**src/rtl/mdu_pkg.sv**
```systemverilog
// rtl/mdu_pkg.sv - shared constants and state encoding for the HI/LO multiply/divide unit
//
// Purpose: op encodings, FSM state type and constants, default sizes and the
// divide-by-zero quotient pattern used by mult_div_unit and its helpers.
// Ports: none (package).
package mdu_pkg;

   localparam int WIDTH_DEFAULT = 32;
   localparam int ITERS_DEFAULT = WIDTH_DEFAULT;

   localparam logic [2:0] OP_MULT  = 3'd0;
   localparam logic [2:0] OP_MULTU = 3'd1;
   localparam logic [2:0] OP_DIV   = 3'd2;
   localparam logic [2:0] OP_DIVU  = 3'd3;
   localparam logic [2:0] OP_MADD  = 3'd4;
   localparam logic [2:0] OP_MADDU = 3'd5;

   typedef logic [1:0] state_t;
   localparam state_t IDLE   = 2'd0;
   localparam state_t RUN    = 2'd1;
   localparam state_t FINISH = 2'd2;

   // Quotient written to LO on divide by zero (sliced to the operand width);
   // HI receives the original dividend.
   localparam logic [63:0] DIV0_LO_FILL = '1;

endpackage

```
**src/rtl/mdu_sign_fix.sv**
```systemverilog
// rtl/mdu_sign_fix.sv - combinational two's-complement magnitude/sign correction
//
// Purpose: conditionally negates two WIDTH-bit lanes, either independently or
// as one 2*WIDTH-bit value {a_in,b_in} when wide=1 (products).
// Ports:
//   a_in, b_in   : input  lanes (a is the upper half in wide mode)
//   neg_a, neg_b : negate lane a / lane b (wide mode uses neg_a for both)
//   wide         : treat {a_in,b_in} as a single value
//   a_out, b_out : corrected lanes
module mdu_sign_fix #(
   parameter int WIDTH = 32
) (
   input  logic [WIDTH-1:0] a_in,
   input  logic [WIDTH-1:0] b_in,
   input  logic             neg_a,
   input  logic             neg_b,
   input  logic             wide,
   output logic [WIDTH-1:0] a_out,
   output logic [WIDTH-1:0] b_out
);

   logic [2*WIDTH-1:0] joint_in;
   logic [2*WIDTH-1:0] joint_neg;

   assign joint_in  = {a_in, b_in};
   assign joint_neg = -joint_in;

   always_comb begin
      a_out = a_in;
      b_out = b_in;
      if (wide) begin
         {a_out, b_out} = neg_a ? joint_neg : joint_in;
      end else begin
         a_out = neg_a ? -a_in : a_in;
         b_out = neg_b ? -b_in : b_in;
      end
   end

endmodule

```
**src/rtl/mult_div_unit.sv**
```systemverilog
// rtl/mult_div_unit.sv - iterative HI/LO multiply/divide unit with start/busy/done handshake
//
// Purpose: MULT/MULTU/DIV/DIVU (plus MADD/MADDU when MDU_MADD_EN is defined)
// on register-file operands, one shift/add or shift/subtract step per cycle.
// Optional feature macro: MDU_MADD_EN (accumulate into {hi,lo}).
// Ports:
//   clk, rst_n        : clock, asynchronous active-low reset
//   start, op         : request and operation, sampled only in IDLE
//   rs_data, rt_data  : operands A and B
//   hi_we, lo_we      : MTHI/MTLO strobes, honoured only in IDLE
//   wdata             : MTHI/MTLO data
//   busy, done        : operation in progress / one-cycle completion pulse
//   hi, lo            : architectural HI/LO registers
module mult_div_unit
   import mdu_pkg::*;
#(
   parameter int WIDTH = WIDTH_DEFAULT,
   parameter int ITERS = WIDTH
) (
   input  logic             clk,
   input  logic             rst_n,
   input  logic             start,
   input  logic [2:0]       op,
   input  logic [WIDTH-1:0] rs_data,
   input  logic [WIDTH-1:0] rt_data,
   input  logic             hi_we,
   input  logic             lo_we,
   input  logic [WIDTH-1:0] wdata,
   output logic             busy,
   output logic             done,
   output logic [WIDTH-1:0] hi,
   output logic [WIDTH-1:0] lo
);

   localparam int CW = $clog2(ITERS + 1);

   state_t             state;
   logic [CW-1:0]      cnt;
   logic [2*WIDTH-1:0] p;        // {remainder/upper product, quotient/lower product}
   logic [WIDTH-1:0]   b_q;      // multiplicand or divisor magnitude
   logic [WIDTH-1:0]   rs_q;     // raw dividend, needed for the divide-by-zero result
   logic               div_q, div0_q, neg_a_q, neg_b_q, done_q;
   logic [WIDTH-1:0]   hi_q, lo_q;

   logic               legal, signed_op, div_op, accept, res_neg;
   logic [WIDTH-1:0]   rs_mag, rt_mag, res_hi, res_lo;
   logic [WIDTH:0]     mul_sum, div_trial;
   logic [2*WIDTH-1:0] mul_next, div_next;

`ifdef MDU_MADD_EN
   logic madd_q;
   assign legal = (op <= OP_MADDU);
`else
   assign legal = (op <= OP_DIVU);
`endif

   assign signed_op = (op == OP_MULT) || (op == OP_DIV) || (op == OP_MADD);
   assign div_op    = (op == OP_DIV) || (op == OP_DIVU);
   assign accept    = (state == IDLE) && start && legal;

   mdu_sign_fix #(.WIDTH(WIDTH)) u_operand_fix (
      .a_in  (rs_data),
      .b_in  (rt_data),
      .neg_a (signed_op & rs_data[WIDTH-1]),
      .neg_b (signed_op & rt_data[WIDTH-1]),
      .wide  (1'b0),
      .a_out (rs_mag),
      .b_out (rt_mag)
   );

   // Products negate as one 2*WIDTH value; for divides the remainder follows
   // the dividend sign and the quotient follows signA^signB.
   assign res_neg = neg_a_q ^ neg_b_q;

   mdu_sign_fix #(.WIDTH(WIDTH)) u_result_fix (
      .a_in  (p[2*WIDTH-1:WIDTH]),
      .b_in  (p[WIDTH-1:0]),
      .neg_a (div_q ? neg_a_q : res_neg),
      .neg_b (res_neg),
      .wide  (~div_q),
      .a_out (res_hi),
      .b_out (res_lo)
   );

   // Shift/add multiply: add multiplicand into the upper half when the
   // multiplier LSB is set, then shift the whole register right.
   assign mul_sum  = {1'b0, p[2*WIDTH-1:WIDTH]} + (p[0] ? {1'b0, b_q} : '0);
   assign mul_next = {mul_sum, p[WIDTH-1:1]};

   // Restoring divide: the partial remainder is always below the divisor, so
   // the shifted-in trial fits in WIDTH+1 bits and its MSB flags a borrow.
   assign div_trial = {p[2*WIDTH-1:WIDTH], p[WIDTH-1]} - {1'b0, b_q};
   assign div_next  = div_trial[WIDTH] ? {p[2*WIDTH-2:0], 1'b0}
                                       : {div_trial[WIDTH-1:0], p[WIDTH-2:0], 1'b1};

   always_ff @(posedge clk or negedge rst_n) begin
      if (!rst_n) begin
         state   <= IDLE;
         cnt     <= '0;
         p       <= '0;
         b_q     <= '0;
         rs_q    <= '0;
         div_q   <= 1'b0;
         div0_q  <= 1'b0;
         neg_a_q <= 1'b0;
         neg_b_q <= 1'b0;
         done_q  <= 1'b0;
         hi_q    <= '0;
         lo_q    <= '0;
`ifdef MDU_MADD_EN
         madd_q  <= 1'b0;
`endif
      end else begin
         done_q <= 1'b0;
         case (state)
            IDLE: begin
               if (hi_we) hi_q <= wdata;
               if (lo_we) lo_q <= wdata;
               if (accept) begin
                  state   <= RUN;
                  cnt     <= '0;
                  div_q   <= div_op;
                  div0_q  <= (rt_data == '0);
                  neg_a_q <= signed_op & rs_data[WIDTH-1];
                  neg_b_q <= signed_op & rt_data[WIDTH-1];
                  rs_q    <= rs_data;
`ifdef MDU_MADD_EN
                  madd_q  <= (op == OP_MADD) || (op == OP_MADDU);
`endif
                  if (div_op) begin
                     p   <= {{WIDTH{1'b0}}, rs_mag};
                     b_q <= rt_mag;
                  end else begin
                     p   <= {{WIDTH{1'b0}}, rt_mag};
                     b_q <= rs_mag;
                  end
               end
            end
            RUN: begin
               p   <= div_q ? div_next : mul_next;
               cnt <= cnt + 1'b1;
               if (cnt == CW'(ITERS - 1)) state <= FINISH;
            end
            FINISH: begin
               state  <= IDLE;
               cnt    <= '0;
               done_q <= 1'b1;
               if (div_q && div0_q) begin
                  hi_q <= rs_q;
                  lo_q <= DIV0_LO_FILL[WIDTH-1:0];
`ifdef MDU_MADD_EN
               end else if (madd_q) begin
                  {hi_q, lo_q} <= {hi_q, lo_q} + {res_hi, res_lo};
`endif
               end else begin
                  hi_q <= res_hi;
                  lo_q <= res_lo;
               end
            end
            default: state <= IDLE;
         endcase
      end
   end

   assign busy = (state != IDLE);
   assign done = done_q;
   assign hi   = hi_q;
   assign lo   = lo_q;

endmodule

```
**config.mk**
```make
export PLATFORM = sky130hd
export DESIGN_NAME = mult_div_unit
export DESIGN_NICKNAME = d
export VERILOG_FILES = /design/src/rtl/mdu_pkg.sv /design/src/rtl/mdu_sign_fix.sv /design/src/rtl/mult_div_unit.sv
export SDC_FILE = /design/constraint.sdc
export NUM_CORES = 1
export LEC_CHECK = 0
export BUFFER_PORTS_ARGS = -buffer_cell sky130_fd_sc_hd__buf_4
export CAP_MARGIN = 30
export CORE_AREA = 2 2 207 209
export DETAILED_ROUTE_END_ITERATION = 8
export DIE_AREA = 0 0 209 211
export HOLD_SLACK_MARGIN = 0.1
export SYNTH_ARGS = -nofsm -noshare
export SYNTH_HDL_FRONTEND = slang
export SYNTH_SLANG_ARGS = --single-unit
```
**constraint.sdc**
```tcl
create_clock -name clk -period 3.2 [get_ports clk]
set_input_delay 0.64 -clock clk [delete_from_list [all_inputs] [get_ports clk]]
set_output_delay 0.64 -clock clk [all_outputs]
set_load 0.02 [all_outputs]
```
==> impl_metrics.py, run 1 <==
metrics = {
    "run_status": {
        "status": "finished, final reports clean",
    },
    "route": {
        "vias_per_cell": 5.96,
        "drt-initial-drc-count": 1959,
        "drc": 0,
        "drt-total-wl_mm": 70.6,
        "dr.pass1.iters": 5,
        "avgRoutedWirePerCell_um": 23.2,
        "via_count": 18130,
        "drtAntennaViolNets": 0,
    },
    "power": {
        "p_sw_share_pct": 44.5,
        "finalPower_uw": 17800,
        "vdd_ir_drop_max_mv": 0.506,
        "switching_power_uw": 7900,
        "power_density_mw_per_mm2": 817,
        "power_frac_comb_pct": 62.5,
        "power.internal_uw": 9850,
        "p_clk_share_pct": 17.2,
        "p_leak_uw": 0.00990,
        "pwr-share-seq_pct": 20.3,
    },
    "setup_path": {
        "crit_fanout": 6,
        "startpoint_type": "flip-flop",
        "crit_type": "flip-flop to flip-flop",
        "worstPathRequired_ns": 3.61,
        "setup.worst_path.end_class": "flip-flop",
        "critPathArrivalTime_ns": 3.58,
    },
    "cts": {
        "h-tree-depth": 1,
        "cts_buffers": 26,
        "cts_root_buffer": "clkbuf_16",
        "clockBufferDepth": 3,
        "cts_tree": "yes",
        "clk_latency_ns": 0.55,
        "clkTransAtPathRegs_ns": 0.06,
        "clock-sinks": 205,
    },
    "floorplanning": {
        "dieArea_mm2": 0.0441,
        "num_io_pins": 170,
        "num_rows": 75,
        "die_h_um": 211,
        "initial_core_util_pct": 39.7,
        "die_w_um": 209,
        "fp.coreArea_mm2": 0.0418,
    },
    "logic_synthesis": {
        "synth_edf_count": 0,
        "ys_types": 82,
        "ys_seq_area_share_pct": 31.0,
        "async_flop_share_pct": 100,
        "syn_nets": 2285,
        "netlist_top_cells_area": "dfrtp_1 (31%), nand2_1 (6.0%), o21ai_0 (5.7%)",
        "syn_inst": 2110,
        "mappedNetlistArea_mm2": 0.0166,
        "yosysTopAreaCellShare_pct": 31.0,
        "synth_area_per_cell_um2": 7.86,
        "yosys.area.top_type": "dfrtp_1",
        "yosysWarnings": 0,
        "synth_flop_cell": "dfrtp_1",
        "ys_seq_elements": 205,
    },
    "place": {
        "dp_slack_ns": -0.290,
        "dpl.hpwl_mm": 56.5,
        "routabilityCongestion": 1.00,
        "port_buffers": 169,
    },
    "sta": {
        "final-hold-violation-count": 0,
        "tightest_slew_ns": 1.01,
        "setup-violations-final": 0,
        "max_freq_mhz": 316,
        "finalClockSkew_ns": 0.0194,
        "setup_ws_ns": 0.0335,
        "rsz0062_at_grt": "true",
        "setup_tns_ns": 0,
        "maxSlewHeadroom_pct": 32.6,
        "post-route-period-util_pct": 99.0,
        "slew_violations": 0,
        "min_period_ns": 3.17,
    },
    "layout": {
        "final_net_count": 2661,
        "final_util_pct": 52.0,
        "drive_above_1_share_pct": 24.8,
        "n_antenna_cell": 0,
        "areaGrowthSynthToFinish_pct": 31.1,
    },
    "global_route": {
        "grt_use_total_pct": 31.2,
        "overflow": 0,
        "grt_max_degree": 78,
        "grt_pass1_wl_mm": 105,
        "grt_pass1_vias": 17193,
        "antenna_found_initial": 1,
    },
    "job": {
        "cap_violations": 0,
    },
    "worst_hold_path": {
        "hold_class": "input pin to flip-flop",
    },
}
[timing repair]
action / in CTS / in global routing
endpoints found under the hold margin: 26 / 0
setup buffers: 0 / 3
pin swaps: 1 / 15
gates resized for setup: 17 / 58
hold buffers: 1 / 0
setup endpoints to repair: 24 / 37
gates cloned: 0 / 0
[synth_stat cells, types with 43 or more instances]
library cell / count
a211oi_1: 44
xnor2_1: 97
inv_1: 69
o21ai_0: 189
nor3_1: 49
ha_1: 69
o211ai_1: 43
xor2_1: 67
clkbuf_1: 125
nor2_1: 187
o22ai_1: 45
dfrtp_1: 205
mux2i_1: 59
a21oi_1: 185
nand2_1: 264
[power groups by stage]
stage	sequential (µW)	clock, µW	combinational, µW
floorplan	3640	0	5670
global placement	3590	0	10300
detailed placement	3600	0	10400
CTS	3560	3090	10500
global route	3640	3200	11900
finish	3600	3060	11100
[through the flow]
stage                     area [µm²]  hold WS (ns)  instances
after floorplan                16600         0.344       2110
after global placement         20500         0.460       2993
after detailed placement       20500         0.463       2993
after CTS                      21400         0.307       3040
after global routing           21700         0.315       3043
final                          21700         0.317       3043
[sequential cells by signal, summed over array words and instances, names as in the netlist]
signal and cells:
div0_q 1, div_q 1, neg_a_q 1, state 2, hi 32, lo 32
p 64, b_q 32, rs_q 32, neg_b_q 1, cnt 6, done 1
[metal layers]
layer	track usage, %	vias up	wire length (µm)
met5	0	-	0
met3	7.64	87	6560
met4	8.97	0	2100
met2	46.9	775	30300
met1	44.2	8832	31600
li1	-	8436	-
[placed cells by master (no fill, tap or decap), types with 33 or more instances in the layout]
master / n
nand3_1: 33
nand2_1: 264
mux2i_1: 59
o211ai_1: 43
o22ai_1: 45
dfrtp_1: 203
a211oi_1: 41
nor3_1: 47
ha_1: 60
xor2_1: 67
o21ai_0: 183
xnor2_1: 97
inv_1: 67
nor2_1: 180
buf_4: 477
a21oi_1: 172
[cell families (layout without fill, tap and decap cells)]
logic type / count (synthesis) / in the layout / synth area share [%]
buffers and inverters: 210 / 604 / 4.80
xor gates and xnor gates: 164 / 164 / 8.67
DFF: 205 / 205 / 31.0
adders and majority gates: 71 / 71 / 5.45
and+or+nand+nor: 684 / 684 / 19.0
AOI/OAI and AO/OA: 713 / 713 / 27.3
muxes: 63 / 63 / 3.83
[final cells by class]
type,instances,area (µm²)
fill,3994,20000
multi-input combinational,1695,11000
sequential,205,5130
timing repair buffer,489,3790
clock buffer,38,787
tap,539,674
inverter,69,259
clock inverter,8,96.3
[worst max-delay path: stages (launching register included)]
cell	delay, ns
dfrtp_1	0.37
or4_1	0.58
or4_1	0.47
or4_4	0.57
o31a_4	0.37
o21ai_4	0.18
xor2_1	0.38
o21ai_0	0.13
[worst paths after layout]
kind,from,to,slack (ns),cells after the start
worst max-delay path,p[11],hi[9],0.03,7
worst min-delay path,wdata[29],hi[29],0.32,3
worst max register to register,p[11],hi[9],0.03,7
worst min register to register,rs_q[26],rs_q[26],0.48,2
max in group asynchronous,rst_n,b_q[20],1.72,3
min in group asynchronous,rst_n,p[58],0.63,2
Note: power is estimated with default switching activity, not from simulation.
==> inputs of run 2 (changes only) <==
--- a/config.mk
+++ b/config.mk
@@ -8,9 +8,10 @@
 export BUFFER_PORTS_ARGS = -buffer_cell sky130_fd_sc_hd__buf_4
 export CAP_MARGIN = 30
-export CORE_AREA = 2 2 207 209
+export CORE_AREA = 2 2 208 210
 export DETAILED_ROUTE_END_ITERATION = 8
-export DIE_AREA = 0 0 209 211
+export DIE_AREA = 0 0 210 212
 export HOLD_SLACK_MARGIN = 0.1
 export SYNTH_ARGS = -nofsm -noshare
 export SYNTH_HDL_FRONTEND = slang
+export SYNTH_HIERARCHICAL = 1
 export SYNTH_SLANG_ARGS = --single-unit
==> constraint.sdc (replaced) <==
create_clock -name clk -period 3.2 [get_ports clk]
set_input_delay 0.16 -clock clk [delete_from_list [all_inputs] [get_ports clk]]
set_output_delay 0.16 -clock clk [all_outputs]
set_load 0.02 [all_outputs]
==> run 2 against run 1 <==
  * The run now ends with slew limit left
  * Final cell count is 0.13% lower
  * Synthesized cell count is 1.1% higher
  * Flip-flop and latch count unchanged
  * Largest cell class unchanged
  * Worst setup slack improved by 0.045 ns
  * Die area grew 0.95%
==> impl_metrics.py, run 2 <==
metrics = {
    "logic_synthesis": {
        "async_flop_share_pct": 100,
        "yosysWarnings": 6,
        "mappedNetlistArea_mm2": 0.0168,
        "yosys.area.top_type": "dfrtp_1",
        "yosysMostFrequentCell": "nand2_1",
        "ys_types": 84,
        "ys_seq_area_share_pct": 30.6,
        "ys_seq_elements": 205,
        "yosysTopAreaCellShare_pct": 30.6,
        "synth_area_per_cell_um2": 7.86,
        "synth_flop_cell": "dfrtp_1",
        "synth_common_cells": "nand2_1 (374), o21ai_0 (226), dfrtp_1 (205)",
        "netlist_top_cells_area": "dfrtp_1 (31%), nand2_1 (8.4%), o21ai_0 (6.7%)",
        "synth_edf_count": 0,
        "syn_inst": 2134,
    },
    "global_route": {
        "overflow": 0,
        "antenna_found_initial": 2,
        "grt_pass1_wl_mm": 101,
        "grt_max_degree": 105,
        "grt_use_total_pct": 29.2,
        "grt_pass1_vias": 17300,
    },
    "place": {
        "dpl.hpwl_mm": 50.6,
        "port_buffers": 169,
        "routabilityCongestion": 0.996,
    },
    "power": {
        "finalPower_uw": 20400,
        "pwr-share-seq_pct": 21.5,
        "switching_power_uw": 9490,
        "power_density_mw_per_mm2": 942,
        "p_sw_share_pct": 46.5,
        "power_frac_comb_pct": 63.6,
        "p_clk_share_pct": 14.9,
        "power.internal_uw": 10900,
        "vdd_ir_drop_max_mv": 0.446,
        "p_leak_uw": 0.00956,
    },
    "cts": {
        "h-tree-depth": 1,
        "cts_root_buffer": "clkbuf_16",
        "cts_tree": "yes",
        "clockBufferDepth": 3,
        "clk_latency_ns": 0.56,
        "clkTransAtPathRegs_ns": 0.07,
        "clock-sinks": 205,
        "cts_buffers": 26,
    },
    "sta": {
        "rsz0062_at_grt": "true",
        "final-hold-violation-count": 0,
        "slew_violations": 15,
        "finalClockSkew_ns": 0.0202,
        "post-route-period-util_pct": 97.5,
        "tightest_slew_ns": 1.70,
        "max_freq_mhz": 320,
        "maxSlewHeadroom_pct": -13.7,
        "min_period_ns": 3.12,
        "whs_ns": 0.164,
        "setup-violations-final": 0,
    },
    "setup_path": {
        "crit_type": "flip-flop to flip-flop",
        "crit_path_max_incr_delay_ns": 0.51,
        "path_common_cell": "a21o_1",
        "setup.worst_path.end_class": "flip-flop",
        "r2r_setup_slack_ns": 0.08,
        "crit_fanout": 4,
        "crit_path_cell_trace": "inv_1, ha_2, fa_2, nand2b_4, a21oi_4, o221a_1, a211o_1, a21o_1, a21o_4, or4_1, a21o_1, a31oi_1",
        "slowest_stage": "or4_1",
        "startpoint_type": "flip-flop",
        "crit_family": "compound AO/OA/AOI/OAI gates",
        "crit_buf_inv": 1,
        "critPathArrivalTime_ns": 3.60,
        "worstPathRequired_ns": 3.68,
    },
    "job": {
        "cap_violations": 0,
    },
    "run_status": {
        "violations": "slew limit",
        "status": "finished with violations",
    },
    "route": {
        "vias_per_cell": 5.89,
        "via_count": 17890,
        "drt-total-wl_mm": 66.2,
        "drt-initial-drc-count": 1586,
        "avgRoutedWirePerCell_um": 21.8,
        "drc": 0,
        "dr.pass1.iters": 6,
        "drtAntennaViolNets": 0,
    },
    "layout": {
        "largest_register_ff_count": 64,
        "final_net_count": 2650,
        "final_common_cell": "nand2_1",
        "top_register": "p",
        "final_cell_mix": "nand2_1 (373), buf_4 (354), o21ai_0 (216)",
        "fillCellCount": 4109,
        "areaGrowthSynthToFinish_pct": 29.2,
        "n_antenna_cell": 0,
        "drive_above_1_share_pct": 19.6,
    },
    "floorplanning": {
        "dieArea_mm2": 0.0445,
        "num_rows": 76,
        "die_w_um": 210,
        "initial_core_util_pct": 39.5,
        "fp.coreArea_mm2": 0.0425,
        "num_io_pins": 170,
        "die_h_um": 212,
    },
    "worst_hold_path": {
        "hold_class": "input pin to flip-flop",
    },
}
==> run 2: cell types whose count changed in the layout (fill, tap and decap cells not counted), moves of 16 or more <==
| cell | before | now |
|---|---|---|
| a211oi_1 | 41 | 10 |
| a21oi_1 | 172 | 122 |
| a221oi_1 | 5 | 33 |
| and2_1 | 6 | 39 |
| buf_4 | 477 | 354 |
| dlygate4sd3_1 | 1 | 73 |
| nand2_1 | 264 | 373 |
| nand3_1 | 33 | 91 |
| nor2_1 | 180 | 72 |
| nor3_1 | 47 | 31 |
| o21ai_0 | 183 | 216 |
| xnor2_1 | 97 | 121 |
| xor2_1 | 67 | 51 |
==> run 2: worst paths after layout <==
kind,to,cells past startpoint,startpoint
min in group asynchronous,hi[23],2,rst_n
worst min register to register,rs_q[17],2,rs_q[17]
worst max-delay path,p[35],12,p[31]
worst max register to register,p[35],12,p[31]
max in group asynchronous,hi[6],3,rst_n
worst min-delay path,b_q[25],4,rt_data[25]
==> run 2: layout make-up <==
type / count / area [µm²] / area share (%)
Multi-Input combinational cell: 1735 / 11200 / 51.6
Sequential cell: 205 / 5130 / 23.7
Timing Repair Buffer: 435 / 3530 / 16.3
Clock buffer: 35 / 746 / 3.44
Tap cell: 546 / 683 / 3.15
Inverter: 72 / 270 / 1.25
Clock inverter: 11 / 120 / 0.554
==> run 2: kinds of logic (layout without fill, tap and decap cells) <==
family | after synthesis | after routing | share of synthesized area [%]
compound gates | 690 | 690 | 26.3
xor+xnor | 173 | 173 | 9.04
fa+ha+maj | 71 | 71 | 5.39
buf+inv | 199 | 553 | 4.68
flops | 205 | 205 | 30.6
mux | 48 | 48 | 2.89
other cells | 1 | 6 | 0.0224
simple gates | 747 | 747 | 21.1
==> run 2: timing repair <==
action                     in CTS  in global routing
hold buffers                   73                  0
pin swaps                       4                 18
setup endpoints to repair      21                 43
buffers inserted                1                  7
hold endpoints to repair      175                  0
resized for setup              10                 50
==> run 2: tightest hold or removal path, stage by stage <==
cell and delay, ns:
buf_4 0.14, xnor2_1 0.16, a221oi_1 0.09, a21oi_1 0.12
==> run 2: metrics by stage <==
stage	util (%)	TNS (ns)	setup WS, ns	area (µm²)	instances
final	51.0	0	0.0789	21700	3039
after global routing	51.0	-0.0622	-0.0468	21700	3039
after CTS	50.4	-0.00217	-0.00217	21400	3032
after detailed placement	46.5	-1.07	-0.124	19800	2912
after global placement	46.5	-0.0642	-0.0556	19700	2911
after floorplan	-	0	0.0158	16800	2139
==> run 2: power by group through the flow <==
stage	clock network (µW)	logic, µW	registers [µW]
2_1_floorplan	0	7340	4660
3_3_place_gp	0	12200	4390
3_5_place_dp	0	12300	4410
4_1_cts	3080	12500	4370
5_1_grt	3190	14100	4500
6_report	3030	13000	4390
==> run 2: layer usage <==
| metal | routed length (µm) | global-route usage, % | vias to the layer above |
|---|---|---|---|
| met4 | 2810 | 11.3 | 2 |
| li1 | - | - | 8423 |
| met1 | 29500 | 41.0 | 8640 |
| met3 | 4130 | 3.15 | 139 |
| met5 | 13 | 0 | - |
| met2 | 29800 | 46.4 | 686 |
==> inputs of run 3 (changes only) <==
CORE_AREA = 2 2 207 209   (was 2 2 208 210)
CTS_CLUSTER_SIZE = 40   (was unset)
DIE_AREA = 0 0 209 211   (was 0 0 210 212)
SYNTH_HIERARCHICAL = unset   (was 1)
==> run 3 against run 2 <==
  * Largest cell class unchanged
  * Clock skew is 0.0063 ns higher
  * Non-clock buffer count is 57 higher
  * Final cell count is 0.20% higher
  * The run now ends clean
  * Hold slack worse by 0.041 ns
  * Design area is 0.64% higher
  * Critical path depth is 4 lower
==> impl_metrics.py, run 3 (synthesis gave the netlist of run 1 again) <==
metrics = {
    "run_status": {
        "status": "finished, final reports clean",
    },
    "place": {
        "place_inst": 2922,
        "routabilityCongestion": 0.956,
        "dp_slack_ns": -0.0723,
        "port_buffers": 169,
        "dpl.hpwl_mm": 54.8,
    },
    "floorplanning": {
        "fp.coreArea_mm2": 0.0418,
        "dieArea_mm2": 0.0441,
        "die_w_um": 209,
        "die_h_um": 211,
        "num_io_pins": 170,
        "num_rows": 75,
        "initial_core_util_pct": 39.7,
    },
    "cts": {
        "clock-sinks": 205,
        "clockBufferDepth": 3,
        "cts_root_buffer": "clkbuf_16",
        "clk_latency_ns": 0.57,
        "cts_buffers": 25,
        "cts_tree": "yes",
        "h-tree-depth": 1,
        "clkTransAtPathRegs_ns": 0.06,
    },
    "sta": {
        "finalClockSkew_ns": 0.0265,
        "setup_tns_ns": 0,
        "max_freq_mhz": 318,
        "setup_ws_ns": 0.0534,
        "tightest_slew_ns": 0.875,
        "maxSlewHeadroom_pct": 41.5,
        "min_period_ns": 3.15,
        "final-hold-violation-count": 0,
        "post-route-period-util_pct": 98.3,
        "whs_ns": 0.123,
        "slew_violations": 0,
        "setup-violations-final": 0,
        "rsz0062_at_grt": "true",
    },
    "layout": {
        "top_register": "p",
        "final_cells": 3045,
        "final_cell_mix": "buf_4 (407), nand2_1 (264), dfrtp_1 (204)",
        "drive_above_1_share_pct": 21.5,
        "final_util_pct": 52.2,
        "areaGrowthSynthToFinish_pct": 31.6,
        "regArea_mm2": 0.00513,
        "largest_register_ff_count": 64,
        "n_antenna_cell": 0,
        "final_net_count": 2663,
        "fillCellCount": 3911,
        "multi_input_area_mm2": 0.0109,
        "final_common_cell": "buf_4",
    },
    "power": {
        "p_clk_share_pct": 17.3,
        "power_frac_comb_pct": 62.1,
        "switching_power_uw": 7760,
        "vdd_ir_drop_max_mv": 0.419,
        "p_sw_share_pct": 44.9,
        "power_density_mw_per_mm2": 793,
        "pwr-share-seq_pct": 20.6,
        "power.internal_uw": 9530,
        "p_leak_uw": 0.00988,
    },
    "setup_path": {
        "crit_path_cell_trace": "or4_4, or4_4, or4_4, o31a_4, o21ai_4, nand2_1, xnor2_2, a211oi_2",
        "rr_startpoint": "p[17]",
        "worstReg2RegEnd": "hi[17]",
        "reg2reg_depth": 8,
        "crit_type": "flip-flop to flip-flop",
        "crit_fanout": 6,
        "critPathArrivalTime_ns": 3.62,
        "crit_path_max_incr_delay_ns": 0.58,
        "path_common_cell": "or4_4",
        "worstPathRequired_ns": 3.68,
        "r2r_setup_slack_ns": 0.05,
        "slowest_stage": "or4_4",
        "startpoint_type": "flip-flop",
        "setup.worst_path.end_class": "flip-flop",
    },
    "route": {
        "vias_per_cell": 5.98,
        "avgRoutedWirePerCell_um": 23.0,
        "drt-total-wl_mm": 69.9,
        "drc": 0,
        "via_count": 18222,
        "drtAntennaViolNets": 0,
        "dr.pass1.iters": 8,
        "drt-initial-drc-count": 1944,
    },
    "worst_hold_path": {
        "hold_depth": 4,
        "min_to": "b_q[8]",
        "hold_class": "input pin to flip-flop",
        "hold_path.startpoint": "rt_data[8]",
    },
    "global_route": {
        "grt_pass1_wl_mm": 106,
        "grt_pass1_vias": 17260,
        "overflow": 0,
        "antenna_found_initial": 1,
        "grt_use_total_pct": 31.0,
        "grt_max_degree": 78,
    },
    "job": {
        "cap_violations": 0,
    },
}
-- run 3: how the worst max path moves through the flow --
stage | from | to | slack [ns] | cells past startpoint
floorplan | p[0] | p[59] | 0.02 | 12
global placement | p[0] | p[59] | -0.03 | 12
detailed placement | p[42] | p[58] | -0.07 | 10
CTS | p[0] | p[59] | 0.03 | 12
global route | p[0] | p[59] | -0.07 | 12
finish | p[17] | hi[17] | 0.05 | 8
-- run 3: final cells by class --
cell class	count	area share, %
sequential	205	23.5
clock inverter	10	0.551
tap	539	3.09
inverter	69	1.19
timing repair buffer	492	18.3
multi-input combinational	1695	50.0
clock buffer	35	3.36
-- run 3: metal layers --
metal	part of all wire [%]	GRT usage, %	vias up	wire length [µm]
li1	-	-	8435	-
met1	46	45.5	8808	32000
met2	42	46.2	817	29400
met3	8.4	5.00	160	5870
met4	3.9	10.7	2	2710
met5	0.019	0	-	13
-- run 3: repair_timing --
action / in CTS / in global routing
hold buffers: 75 / 0
pin swaps: 2 / 13
setup endpoints to repair: 16 / 34
setup buffers: 0 / 3
resized for setup: 11 / 51
endpoints found under the hold margin: 178 / 0
-- run 3: critical path, delay by kind of cell (launching register included) --
kind / cells / cell delay, ns
XOR/XNOR: 1 / 0.17
AO/OA/AOI/OAI: 3 / 0.78
flip-flops: 1 / 0.38
AND/OR/NAND/NOR: 4 / 1.72
-- run 3: metrics by stage --
step | total power [µW] | area [µm²]
3_5_place_dp | 13600 | 20000
3_3_place_gp | 13600 | 20000
4_1_cts | 16800 | 21600
6_report | 17300 | 21800
5_1_grt | 18300 | 21800
2_1_floorplan | 9310 | 16600
-- run 3: power by group through the flow --
stage               clock network (µW)  logic, µW  registers, µW
floorplan                            0       5670           3640
global placement                     0      10000           3560
detailed placement                   0      10000           3570
CTS                               3030      10200           3520
global route                      3140      11500           3600
finish                            3000      10700           3560
